--- src/rtl/mem_axi_ctrl.sv ---
// Load/store sequencer from the CPU memory stage onto an AXI4-lite master port.
// Optional wait-state timeout: define MEM_AXI_TIMEOUT_EN.
module mem_axi_ctrl #(
  parameter logic [2:0]  AXI_PROT       = 3'b000,
  parameter int unsigned TIMEOUT_CYCLES = 255
) (
  input  logic        clk,
  input  logic        rst_n,
  input  logic        req_valid,
  output logic        req_ready,
  input  logic        req_we,
  input  logic [31:0] req_addr,
  input  logic [31:0] req_wdata,
  input  logic [1:0]  req_size,
  input  logic        req_unsigned,
  output logic        resp_valid,
  output logic [31:0] resp_rdata,
  output logic        resp_err,
  output logic [31:0] axi_awaddr,
  output logic [2:0]  axi_awprot,
  output logic        axi_awvalid,
  input  logic        axi_awready,
  output logic [31:0] axi_wdata,
  output logic [3:0]  axi_wstrb,
  output logic        axi_wvalid,
  input  logic        axi_wready,
  input  logic [1:0]  axi_bresp,
  input  logic        axi_bvalid,
  output logic        axi_bready,
  output logic [31:0] axi_araddr,
  output logic [2:0]  axi_arprot,
  output logic        axi_arvalid,
  input  logic        axi_arready,
  input  logic [31:0] axi_rdata,
  input  logic [1:0]  axi_rresp,
  input  logic        axi_rvalid,
  output logic        axi_rready
);

  typedef enum logic [2:0] {IDLE, WR, WR_B, RD_A, RD_D, DONE} state_t;

  state_t      state_reg;
  logic [31:0] addr_reg;
  logic [1:0]  size_reg;
  logic        unsigned_reg;
  logic [31:0] wdata_reg;
  logic [3:0]  wstrb_reg;

  logic        req_bad;
  logic [31:0] wdata_fmt;
  logic [3:0]  wstrb_fmt;
  logic [31:0] rd_shift;
  logic [31:0] rd_ext;
  logic        wr_done;
  logic        tmo_hit;

  assign req_ready  = (state_reg == IDLE);
  assign axi_awaddr = {addr_reg[31:2], 2'b00};
  assign axi_araddr = {addr_reg[31:2], 2'b00};
  assign axi_awprot = AXI_PROT;
  assign axi_arprot = AXI_PROT;
  assign axi_wdata  = wdata_reg;
  assign axi_wstrb  = wstrb_reg;

  // A channel counts as done once its valid has dropped or is handshaking now.
  assign wr_done = (!axi_awvalid || axi_awready) && (!axi_wvalid || axi_wready);

  always_comb begin
    req_bad   = 1'b0;
    wdata_fmt = req_wdata;
    wstrb_fmt = 4'b1111;
    unique case (req_size)
      2'b00: begin
        wdata_fmt = {4{req_wdata[7:0]}};
        wstrb_fmt = 4'b0001 << req_addr[1:0];
      end
      2'b01: begin
        req_bad   = req_addr[0];
        wdata_fmt = {2{req_wdata[15:0]}};
        wstrb_fmt = 4'b0011 << req_addr[1:0];
      end
      2'b10: req_bad = (req_addr[1:0] != 2'b00);
      default: req_bad = 1'b1;
    endcase
  end

  always_comb begin
    rd_shift = axi_rdata >> {addr_reg[1:0], 3'b000};
    unique case (size_reg)
      2'b00:   rd_ext = unsigned_reg ? {24'h0, rd_shift[7:0]}
                                     : {{24{rd_shift[7]}}, rd_shift[7:0]};
      2'b01:   rd_ext = unsigned_reg ? {16'h0, rd_shift[15:0]}
                                     : {{16{rd_shift[15]}}, rd_shift[15:0]};
      default: rd_ext = rd_shift;
    endcase
  end

`ifdef MEM_AXI_TIMEOUT_EN
  logic [15:0] tmo_cnt_reg;
  logic        tmo_clear;

  assign tmo_clear = (state_reg == IDLE) || (state_reg == DONE) ||
                     (state_reg == WR && wr_done) || (state_reg == RD_A && axi_arready);
  assign tmo_hit   = (state_reg != IDLE) && (state_reg != DONE) &&
                     (tmo_cnt_reg == TIMEOUT_CYCLES[15:0]);

  always_ff @(posedge clk or negedge rst_n) begin
    if (!rst_n)                    tmo_cnt_reg <= '0;
    else if (tmo_clear || tmo_hit) tmo_cnt_reg <= '0;
    else                           tmo_cnt_reg <= tmo_cnt_reg + 16'd1;
  end
`else
  assign tmo_hit = 1'b0;
`endif

  logic unused_ok;
  assign unused_ok = ^{axi_bresp[0], axi_rresp[0], TIMEOUT_CYCLES[0]};

  always_ff @(posedge clk or negedge rst_n) begin
    if (!rst_n) begin
      state_reg    <= IDLE;
      addr_reg     <= '0;
      size_reg     <= '0;
      unsigned_reg <= 1'b0;
      wdata_reg    <= '0;
      wstrb_reg    <= '0;
      resp_valid   <= 1'b0;
      resp_rdata   <= '0;
      resp_err     <= 1'b0;
      axi_awvalid  <= 1'b0;
      axi_wvalid   <= 1'b0;
      axi_bready   <= 1'b0;
      axi_arvalid  <= 1'b0;
      axi_rready   <= 1'b0;
    end else begin
      resp_valid <= 1'b0;
      if (tmo_hit) begin
        axi_awvalid <= 1'b0;
        axi_wvalid  <= 1'b0;
        axi_bready  <= 1'b0;
        axi_arvalid <= 1'b0;
        axi_rready  <= 1'b0;
        resp_valid  <= 1'b1;
        resp_err    <= 1'b1;
        resp_rdata  <= '0;
        state_reg   <= DONE;
      end else begin
        unique case (state_reg)
          IDLE: if (req_valid) begin
            addr_reg     <= req_addr;
            size_reg     <= req_size;
            unsigned_reg <= req_unsigned;
            wdata_reg    <= wdata_fmt;
            wstrb_reg    <= wstrb_fmt;
            // Bad requests are answered straight away without touching the bus.
            if (req_bad) begin
              resp_valid <= 1'b1;
              resp_err   <= 1'b1;
              resp_rdata <= '0;
              state_reg  <= DONE;
            end else if (req_we) begin
              axi_awvalid <= 1'b1;
              axi_wvalid  <= 1'b1;
              state_reg   <= WR;
            end else begin
              axi_arvalid <= 1'b1;
              state_reg   <= RD_A;
            end
          end
          WR: begin
            if (axi_awvalid && axi_awready) axi_awvalid <= 1'b0;
            if (axi_wvalid && axi_wready)   axi_wvalid  <= 1'b0;
            if (wr_done) begin
              axi_bready <= 1'b1;
              state_reg  <= WR_B;
            end
          end
          WR_B: if (axi_bvalid) begin
            axi_bready <= 1'b0;
            resp_valid <= 1'b1;
            resp_err   <= axi_bresp[1];
            resp_rdata <= '0;
            state_reg  <= DONE;
          end
          RD_A: if (axi_arready) begin
            axi_arvalid <= 1'b0;
            axi_rready  <= 1'b1;
            state_reg   <= RD_D;
          end
          RD_D: if (axi_rvalid) begin
            axi_rready <= 1'b0;
            resp_valid <= 1'b1;
            resp_err   <= axi_rresp[1];
            resp_rdata <= axi_rresp[1] ? 32'h0 : rd_ext;
            state_reg  <= DONE;
          end
          default: state_reg <= IDLE;
        endcase
      end
    end
  end

endmodule

--- config.mk ---
export PLATFORM = sky130hd
export DESIGN_NAME = mem_axi_ctrl
export DESIGN_NICKNAME = d
export VERILOG_FILES = /design/src/rtl/mem_axi_ctrl.sv
export SDC_FILE = /design/constraint.sdc
export NUM_CORES = 1
export LEC_CHECK = 0
export ABC_AREA = 1
export CORE_UTILIZATION = 31
export CTS_CLUSTER_DIAMETER = 100
export DETAILED_ROUTE_END_ITERATION = 8
export HOLD_SLACK_MARGIN = 0.06
export SLEW_MARGIN = 20
export SYNTH_ARGS = -nofsm -noshare
export SYNTH_HDL_FRONTEND = slang
export SYNTH_SLANG_ARGS = --single-unit
--- constraint.sdc ---
create_clock -name clk -period 1.5 [get_ports clk]
set_input_delay 0.375 -clock clk [delete_from_list [all_inputs] [get_ports clk]]
set_output_delay 0.375 -clock clk [all_outputs]
set_load 0.02 [all_outputs]
After elaboration in Yosys (flattened, before gate mapping):

Cells that the tools add are included.
Widths: inputs -> output; s select.

* word-level logic and storage cells: 107
* flip-flop bits (word level): 113
* input port bits: 112
* output and inout port bits: 146

* eq/ne operators: 18
* reduce and logical (&&, ||, !) cells: 24
* multiplexer cells: 48
* shift operators: 3

Operators with widths (number)
* $mux 32: 7
* $pmux 32 s2: 2
* $pmux 32 s3: 1
* $shr 32x5->32: 1
* $reduce_and 5->1: 5
* $mux 1: 21
* $mux 3: 6
* $ne 2x2->1 const B: 9
* $pmux 3 s5: 1
* $pmux 1 s2: 5
* $reduce_bool 2->1: 5
* $pmux 1 s3: 3
* $pmux 4 s2: 1
* $eq 3x2->1 const B: 2
* $reduce_and 3->1: 2
* $eq 2x1->1 const B: 2
* $logic_not 2->1: 2
* $ne 2x1->1 const B: 2
* $shl 1x2->4 const A: 1
* $shl 2x2->4 const A: 1
* $eq 3x1->1 const B: 1
* $eq 3x3->1 const B: 1
* $logic_and 1x1->1: 3
* $logic_not 3->1: 1
* other kinds (6): 8

Logic depth before layout (Yosys ltp):

Gate-level depths: netlist of run 1.

* depth in word-level cells: 6
* gate-level depth with buffers: 10
* gate-level depth less buffers: 9

Worst setup path after synthesis of run 1:

No wires, ideal clock.

* path kind: flip-flop to flip-flop
* start: register state_reg[1]
* end: register resp_rdata[7]
* clock period less this slack: 1374 ps
* path slack: 126 ps
* data arrival time: 1257 ps
* cell stages (with the launch flop): 11
* cell sequence: dfrtp_1 -> buf_6 -> nor2_4 -> nand2_2 -> nor2_4 -> nand2_2 -> nand2_4 -> inv_2 -> buf_4 -> nand2_1 -> nand2_1

* longest elaborated chain between the ends: 3

Ends and longest elaborated chain
* start, declared: RTL line 42 `state_t state_reg;`
* start signal, assigned: RTL line 121 `state_reg <= IDLE;`
* start signal, assigned: RTL line 146 `state_reg <= DONE;`
* start signal, assigned: RTL line 160 `state_reg <= DONE;`
* $eq 3x3->1 (tied with other cells): RTL line 148 `unique case (state_reg)`
* $ne 2x2->1 (no source line) (tied with other cells)
* $reduce_and 5->1 (no source line)
* end signal, assigned: RTL line 194 `resp_rdata <= axi_rresp[1] ? 32'h0 : rd_ext;`
* end, declared: RTL line 17 `output logic [31:0] resp_rdata,`

Parallel ways exist; a longest one is shown, timed or not.
A chain may end at the register's enable or synchronous reset.

Worst setup path after layout of run 1:

* start: register state_reg[2]
* end: output req_ready

* longest elaborated chain between the ends: 1

Ends and longest elaborated chain
* $logic_not 3->1: RTL line 57 `assign req_ready = (state_reg == IDLE);`
* end, declared: RTL line 10 `output logic req_ready,`

Every way passes these cells.

==> results by group, run 1 <==
Outcome
  – Outcome: complete, but fails checks
  – Failing checks: negative setup slack

Critical path
  – Crit Path Max Fanout: 2
  – CP peak stage delay: 400 ps
  – Critical path type: reg -> out
  – CP max-delay cell: dfrtp_1
  – Register-to-register setup slack: -90 ps
  – Crit start category: register
  – CP endpoint kind: output pin
  – WP buf/inv: 2
  – CP top delay family: flip-flops
  – CP cell instances: inv_2 -> nand2_2 -> nor2_4 -> buf_6
  – WP data required: 1120 ps
  – Worst path arrival time: 1210 ps

Synthesis
  – Cell Area, Synth: 0.00616 mm²
  – Sequential share of the synthesized area: 45.9%
  – Synth Warn #: 0
  – Unique masters post-synth: 30
  – Post-synthesis cell count: 817
  – Syn avg cell area: 7.54 µm²
  – Post-synthesis register bit count: 113

STA
  – Crit path time final: 1590 ps
  – WHS: 388 ps
  – Setup ws final: -86.0 ps
  – # setup viols final: 77
  – Final hold vios: 0
  – Fmax: 631 MHz
  – Setup_tns: -3080 ps
  – Final Max Slew Viols: 0
  – Crit share post-route: 106%
  – RSZ-0062 raised after global routing: true
  – Skew final: 8.36 ps

Die
  – Die Span X: 143 µm
  – # IOs: 258
  – Core Area: 0.0195 mm²
  – DIE HEIGHT: 143 µm
  – Row count: 51
  – Initial Utilization: 31.7%
  – Die Area: 0.0204 mm²

Cells and area
  – Nets: 1,182
  – Finished Core Util: 52.1%
  – FF+latch area: 0.00283 mm²
  – Footprint of the multi-input gates: 0.00280 mm²
  – Fillcell total: 1,854
  – Area Growth Syn to Fin: 64.6%
  – Final Cell Area: 0.0101 mm²
  – Ant diodes: 0
  – Share of post-route cells with drive strength above 1: 32.5%
  – Post-Layout Cell Count: 1,348

Route
  – Via density: 4.63
  – DRT Pass-1 Iters: 4
  – DR iter-0 viols: 299
  – Post-DRT Antenna Nets: 0
  – Wirelength, routed: 21.4 mm
  – DRC: 0
  – Via count: 6,244
  – Drt wl/cell: 15.8 µm

Place
  – Detailed Place HPWL: 14.0 mm
  – GP Congestion: 0.860
  – Placed Area: 0.00875 mm²
  – Cells after DPL: 1,281
  – Port Buffers: 245

Global routing
  – Largest net degree at the start of global routing: 40
  – Busiest grt layer: met2
  – Number of global-route vias before repair: 5,699
  – Initial antenna violation count: 0
  – Total GRT Usage: 20.1%
  – GR Util met1: 24.3%
  – First-pass GRT wire length: 30.9 mm
  – Met2 Use GR: 32.8%
  – GRT met3 Usage: 7.28%
  – Gr ovfl total: 0

Clock tree
  – Clock latency on the worst-skew pair: 420 ps
  – Clock Sinks: 113
  – Reg clk slew, reported paths: 60 ps
  – Max H-tree Level: 4
  – CTS tree: built
  – CTS buffer count: 17
  – CTS root buffer: clkbuf_16
  – Clock Tree Buf Depth: 2

Power
  – Worst VDD drop: 0.992 mV
  – Power Dens Cells: 2160 mW/mm²
  – Leak Pwr: 0.00511 µW

Hold path
  – HP Class: in -> async

Flow run
  – Max_cap viols: 0
per-layer routing:
metal / share of wire, % / vias up
met5: 0 / -
li1: - / 3028
met3: 8.6 / 22
met4: 1.5 / 0
met1: 41 / 2948
met2: 49 / 246
per-stage QoR:
step	power, µW	setup slack (ps)
2_1_floorplan	12100	126
3_3_place_gp	16100	-534
3_5_place_dp	16200	-583
4_1_cts	20700	-130
5_1_grt	23300	-155
6_report	21900	-86.0
Yosys cell counts:
| library cell | instances | area share (%) |
|---|---|---|
| a21oi_2 | 2 | 0.28 |
| inv_1 | 17 | 1.0 |
| nor3_1 | 1 | 0.081 |
| a21oi_1 | 32 | 2.6 |
| nand2_2 | 6 | 0.61 |
| nor2_2 | 3 | 0.30 |
| nand2_4 | 1 | 0.18 |
| conb_1 | 1 | 0.061 |
| nor2_4 | 3 | 0.55 |
| buf_1 | 3 | 0.18 |
| o22ai_1 | 1 | 0.10 |
| buf_2 | 13 | 1.1 |
| nand3_1 | 63 | 5.1 |
| clkbuf_1 | 10 | 0.61 |
| o31ai_1 | 7 | 0.85 |
| nand3b_1 | 1 | 0.12 |
| nand4_1 | 3 | 0.30 |
| nand2_1 | 354 | 22 |
| buf_6 | 6 | 1.1 |
| a22o_1 | 1 | 0.14 |
| buf_4 | 79 | 9.6 |
| o21ai_1 | 2 | 0.16 |
| o21ai_0 | 42 | 3.4 |
| dfrtp_1 | 113 | 46 |
| inv_4 | 1 | 0.10 |
| o211ai_1 | 1 | 0.12 |
| nand3_4 | 2 | 0.57 |
| nor2_1 | 40 | 2.4 |
| inv_2 | 8 | 0.49 |
| nor2_8 | 1 | 0.32 |
timing repair:
item	in CTS	in global routing
gates cloned	6	15
setup endpoints to repair	209	179
hold buffers	1	0
resized for setup	370	207
buffers inserted	3	12
endpoints found under the hold margin	14	0
pin swaps	1	31
logic make-up (layout without fill, tap and decap cells):
group                  after synthesis  count (layout)  synth area share [%]
AND/OR/NAND/NOR                    478             479                  32.2
buffers and inverters              137             393                  14.2
flip-flops                         113             113                  45.9
AO/OA/AOI/OAI                       88              88                  7.68
other                                1              10                0.0609
layout by cell type, fill, tap and decap left out, drive strengths merged:
cell             n
a21oi           34
a22o             1
buf             94
bufinv           4
clkbuf          85
clkdlybuf4s15   64
clkdlybuf4s50  108
clkinv           6
conb            10
dfrtp          113
dlygate4sd3      1
inv             31
nand2          361
nand3           66
nand3b           1
nand4            3
nor2            47
nor3             1
o211ai           1
o21ai           44
o22ai            1
o31ai            7
worst paths after layout:
| kind | from | endpoint | cells after the start |
|---|---|---|---|
| setup / recovery | state_reg[2]$_DFFE_PN0P_ | req_ready | 4 |
| hold / removal | rst_n | resp_valid$_DFF_PN0_ | 2 |
| setup reg to reg | state_reg[1]$_DFFE_PN0P_ | resp_rdata[15]$_DFFE_PN0P_ | 11 |
| hold reg to reg | axi_wdata[6]$_DFFE_PN0P_ | axi_wdata[6]$_DFFE_PN0P_ | 2 |
| max in group asynchronous | rst_n | size_reg[0]$_DFFE_PN0P_ | 3 |
| min in group clk | axi_wdata[6]$_DFFE_PN0P_ | axi_wdata[6]$_DFFE_PN0P_ | 2 |
report_power, final:
part | internal [µW] | switching (µW) | total, µW
Combinational | 5320 | 6870 | 12200
Sequential | 4330 | 967 | 5290
Clock | 2850 | 1570 | 4420
Total | 12500 | 9410 | 21900
cell type report:
cell class	count	share of cell area, %
timing repair buffer	334	33.5
sequential	113	27.9
multi-input combinational	577	27.6
clock buffer	18	4.33
tap	265	3.27
clock inverter	14	1.97
inverter	26	1.32
timing repair inverter	1	0.111
worst register-to-register path: cells and delay by family, from the launching register on:
kind | cells | cell delay [ps]
buffers and inverters | 4 | 480
DFF | 1 | 380
and+or+nand+nor | 7 | 620
(Power assumes the default switching activity.)
==> run 2, diff against run 1 <==
--- a/config.mk
+++ b/config.mk
@@ -10,7 +10,7 @@
 export CTS_CLUSTER_DIAMETER = 100
 export DETAILED_ROUTE_END_ITERATION = 8
 export HOLD_SLACK_MARGIN = 0.06
-export SLEW_MARGIN = 20
+export SLEW_MARGIN = 40
 export SYNTH_ARGS = -nofsm -noshare
 export SYNTH_HDL_FRONTEND = slang
 export SYNTH_SLANG_ARGS = --single-unit
==> results of run 2 <==
Final layout, timing and power as in run 1 (identical DEF).
==> run 3, diff against run 2 <==
--- a/config.mk
+++ b/config.mk
@@ -10,6 +10,7 @@
 export CTS_CLUSTER_DIAMETER = 100
 export DETAILED_ROUTE_END_ITERATION = 8
 export HOLD_SLACK_MARGIN = 0.06
+export REMOVE_ABC_BUFFERS = 1
 export SLEW_MARGIN = 40
 export SYNTH_ARGS = -nofsm -noshare
 export SYNTH_HDL_FRONTEND = slang
==> run 3 against run 2 <==
  * The flow still finishes with violations (negative setup slack)
  * Sequential share of layout area increased by 0.15 points
  * Largest power group unchanged
  * Sequential cell count did not move
  * Critical path type unchanged
  * Cell area is 0.51% lower
  * Fmax decreased by 2.0%
==> results by group, run 3 (synthesis results as in run 1) <==
Outcome
  – Failing checks: negative setup slack (unchanged)
  – Outcome: complete, but fails checks (unchanged)

Critical path
  – WP data required: 1120 ps (about the same)
  – Critical path type: reg -> out (unchanged)
  – Worst path arrival time: 1240 ps (was 1210 ps)
  – CP endpoint kind: output pin (unchanged)
  – Crit Path Max Fanout: 2 (unchanged)
  – Crit start category: register (unchanged)

Place
  – GP Congestion: 0.843 (was 0.860)
  – Port Buffers: 245 (unchanged)
  – Detailed Place HPWL: 13.8 mm (was 14.0 mm)
  – Cells after DPL: 1,277 (was 1,281)

Cells and area
  – Ant diodes: 0 (unchanged)
  – Commonest non-fill, non-tap cell in the layout: nand2_1 (unchanged)
  – Area Growth Syn to Fin: 63.7% (was 64.6%)
  – Post-Layout Cell Count: 1,346 (was 1,348)
  – Nets: 1,180 (was 1,182)
  – Share of post-route cells with drive strength above 1: 33.2% (was 32.5%)
  – Fillcell total: 1,831 (was 1,854)
  – Finished Core Util: 51.8% (was 52.1%)
  – Commonest non-fill, non-tap cells in the layout: nand2_1 (289), dfrtp_1 (112), clkdlybuf4s50_1 (107) (was nand2_1 (294), dfrtp_1 (113), clkdlybuf4s50_1 (108))

Clock tree
  – Clock Tree Buf Depth: 2 (unchanged)
  – Max H-tree Level: 4 (unchanged)
  – Reg clk slew, reported paths: 50 ps (was 60 ps)
  – Clock Sinks: 113 (unchanged)
  – CTS tree: built (unchanged)
  – CTS root buffer: clkbuf_16 (unchanged)
  – CTS buffer count: 17 (unchanged)
  – Clock latency on the worst-skew pair: 410 ps (was 420 ps)

Global routing
  – Number of global-route vias before repair: 6,147 (was 5,699)
  – Largest net degree at the start of global routing: 40 (unchanged)
  – Total GRT Usage: 22.0% (was 20.1%)
  – Gr ovfl total: 0 (unchanged)
  – Initial antenna violation count: 1 (was 0)
  – First-pass GRT wire length: 33.7 mm (was 30.9 mm)

Power
  – Leak Pwr: 0.00509 µW (was 0.00511 µW)
  – Reg power frac: 24.3% (was 24.2%)
  – Switching portion of total power: 43.7% (was 42.9%)
  – Worst VDD drop: 1.01 mV (was 0.992 mV)
  – Clock power frac: 19.6% (was 20.2%)
  – Pint: 12,300 µW (was 12,500 µW)
  – Power Dens Cells: 2170 mW/mm² (was 2160 mW/mm²)
  – Sw Pwr: 9590 µW (was 9410 µW)
  – Comb pwr share: 56.1% (was 55.6%)

Die
  – Die Span X: 143 µm (unchanged)
  – Core Area: 0.0195 mm² (unchanged)
  – # IOs: 258 (unchanged)
  – Die Area: 0.0204 mm² (unchanged)
  – DIE HEIGHT: 143 µm (unchanged)
  – Initial Utilization: 31.7% (unchanged)
  – Row count: 51 (unchanged)

Flow run
  – Max_cap viols: 0 (unchanged)

STA
  – WHS: 353 ps (was 388 ps)
  – Setup ws final: -119 ps (was -86.0 ps)
  – Skew final: 8.73 ps (was 8.36 ps)
  – Crit path time final: 1620 ps (was 1590 ps)
  – Final hold vios: 0 (unchanged)
  – Final Max Slew Viols: 0 (unchanged)
  – Crit share post-route: 108% (was 106%)
  – RSZ-0062 raised after global routing: true (unchanged)
  – # setup viols final: 68 (was 77)
  – Fmax: 618 MHz (was 631 MHz)

Route
  – Post-DRT Antenna Nets: 0 (unchanged)
  – DR iter-0 viols: 378 (was 299)
  – Wirelength, routed: 21.8 mm (was 21.4 mm)
  – Via density: 4.62 (was 4.63)
  – Drt wl/cell: 16.2 µm (was 15.8 µm)
  – Via count: 6,214 (was 6,244)
  – DRC: 0 (unchanged)
  – DRT Pass-1 Iters: 5 (was 4)

Hold path
  – HP Class: in -> reg (was in -> async)
## run 3: cell count changes in the layout (fill, tap and decap cells not counted), moves of 6 or more
cell             delta
o21ai_0             -6
o21ai_2             +6
clkbuf_16           -9
clkdlybuf4s15_2    -24
clkdlybuf4s15_1    +10
nand3_1             -9
clkbuf_2           +14
nand3_2             +9
## run 3: worst max-delay path, stage by stage (launching register included)
cell,delay (ps)
dfrtp_1,410
inv_2,80
nand2_2,50
nor2_2,160
buf_6,140
## run 3: through the flow
step | power (µW) | cell area, µm² | setup WS (ps) | setup TNS (ps)
5_1_grt | 23300 | 10100 | -188 | -12350
6_report | 21900 | 10100 | -119 | -4310
2_1_floorplan | 10500 | 5420 | -744 | -68640
4_1_cts | 22100 | 10300 | -241 | -17640
3_3_place_gp | 16100 | 8700 | -413 | -30010
3_5_place_dp | 16100 | 8700 | -489 | -32360
## run 3: layout make-up
cell class                      count  area (µm²)  area share (%)
Clock buffer                       18         439            4.35
Clock inverter                     14         179            1.77
Inverter                           26         125            1.24
Multi-Input combinational cell    576        2860            28.3
Sequential cell                   113        2830            28.0
Tap cell                          265         332            3.29
Timing Repair Buffer              333        3310            32.8
Timing Repair inverter              1        11.3           0.112
## run 3: metal layers
metal,wire length (µm),share of wire (%),vias to the layer above,global-route usage (%)
li1,-,-,3034,-
met1,8610,39,2903,26.4
met2,10800,50,255,37.2
met3,2090,9.6,22,7.24
met4,316,1.4,0,6.62
met5,0,0,-,0
## run 3: path summary, 6_finish.rpt
check                      cells past startpoint  slack, ps                         end                startpoint
hold / removal                                 3        350     addr_reg[1]$_DFFE_PN0P_               req_addr[1]
min in group asynchronous                      2        380  resp_rdata[17]$_DFFE_PN0P_                     rst_n
max in group asynchronous                      3        490   axi_wdata[14]$_DFFE_PN0P_                     rst_n
setup / recovery                               4       -120                   req_ready  state_reg[2]$_DFFE_PN0P_
hold reg to reg                                2        470    axi_wstrb[0]$_DFFE_PN0P_  axi_wstrb[0]$_DFFE_PN0P_
setup reg to reg                              11       -110  resp_rdata[12]$_DFFE_PN0P_  state_reg[2]$_DFFE_PN0P_
## run 3: what timing repair did
item / in CTS / in global routing
hold endpoints to repair: 12 / 0
resized for setup: 420 / 193
pin swaps: 18 / 30
cloned: 20 / 3
hold buffers: 1 / 0
setup endpoints to repair: 197 / 205
setup buffers: 18 / 6
## run 3: power groups by stage
stage | clock [µW] | sequential [µW] | combinational (µW)
final | 4300 | 5340 | 12300
after floorplan | 0 | 7170 | 3300
after global routing | 4520 | 5510 | 13300
after detailed placement | 0 | 5230 | 10900
after global placement | 0 | 5250 | 10900
after CTS | 4360 | 5240 | 12500
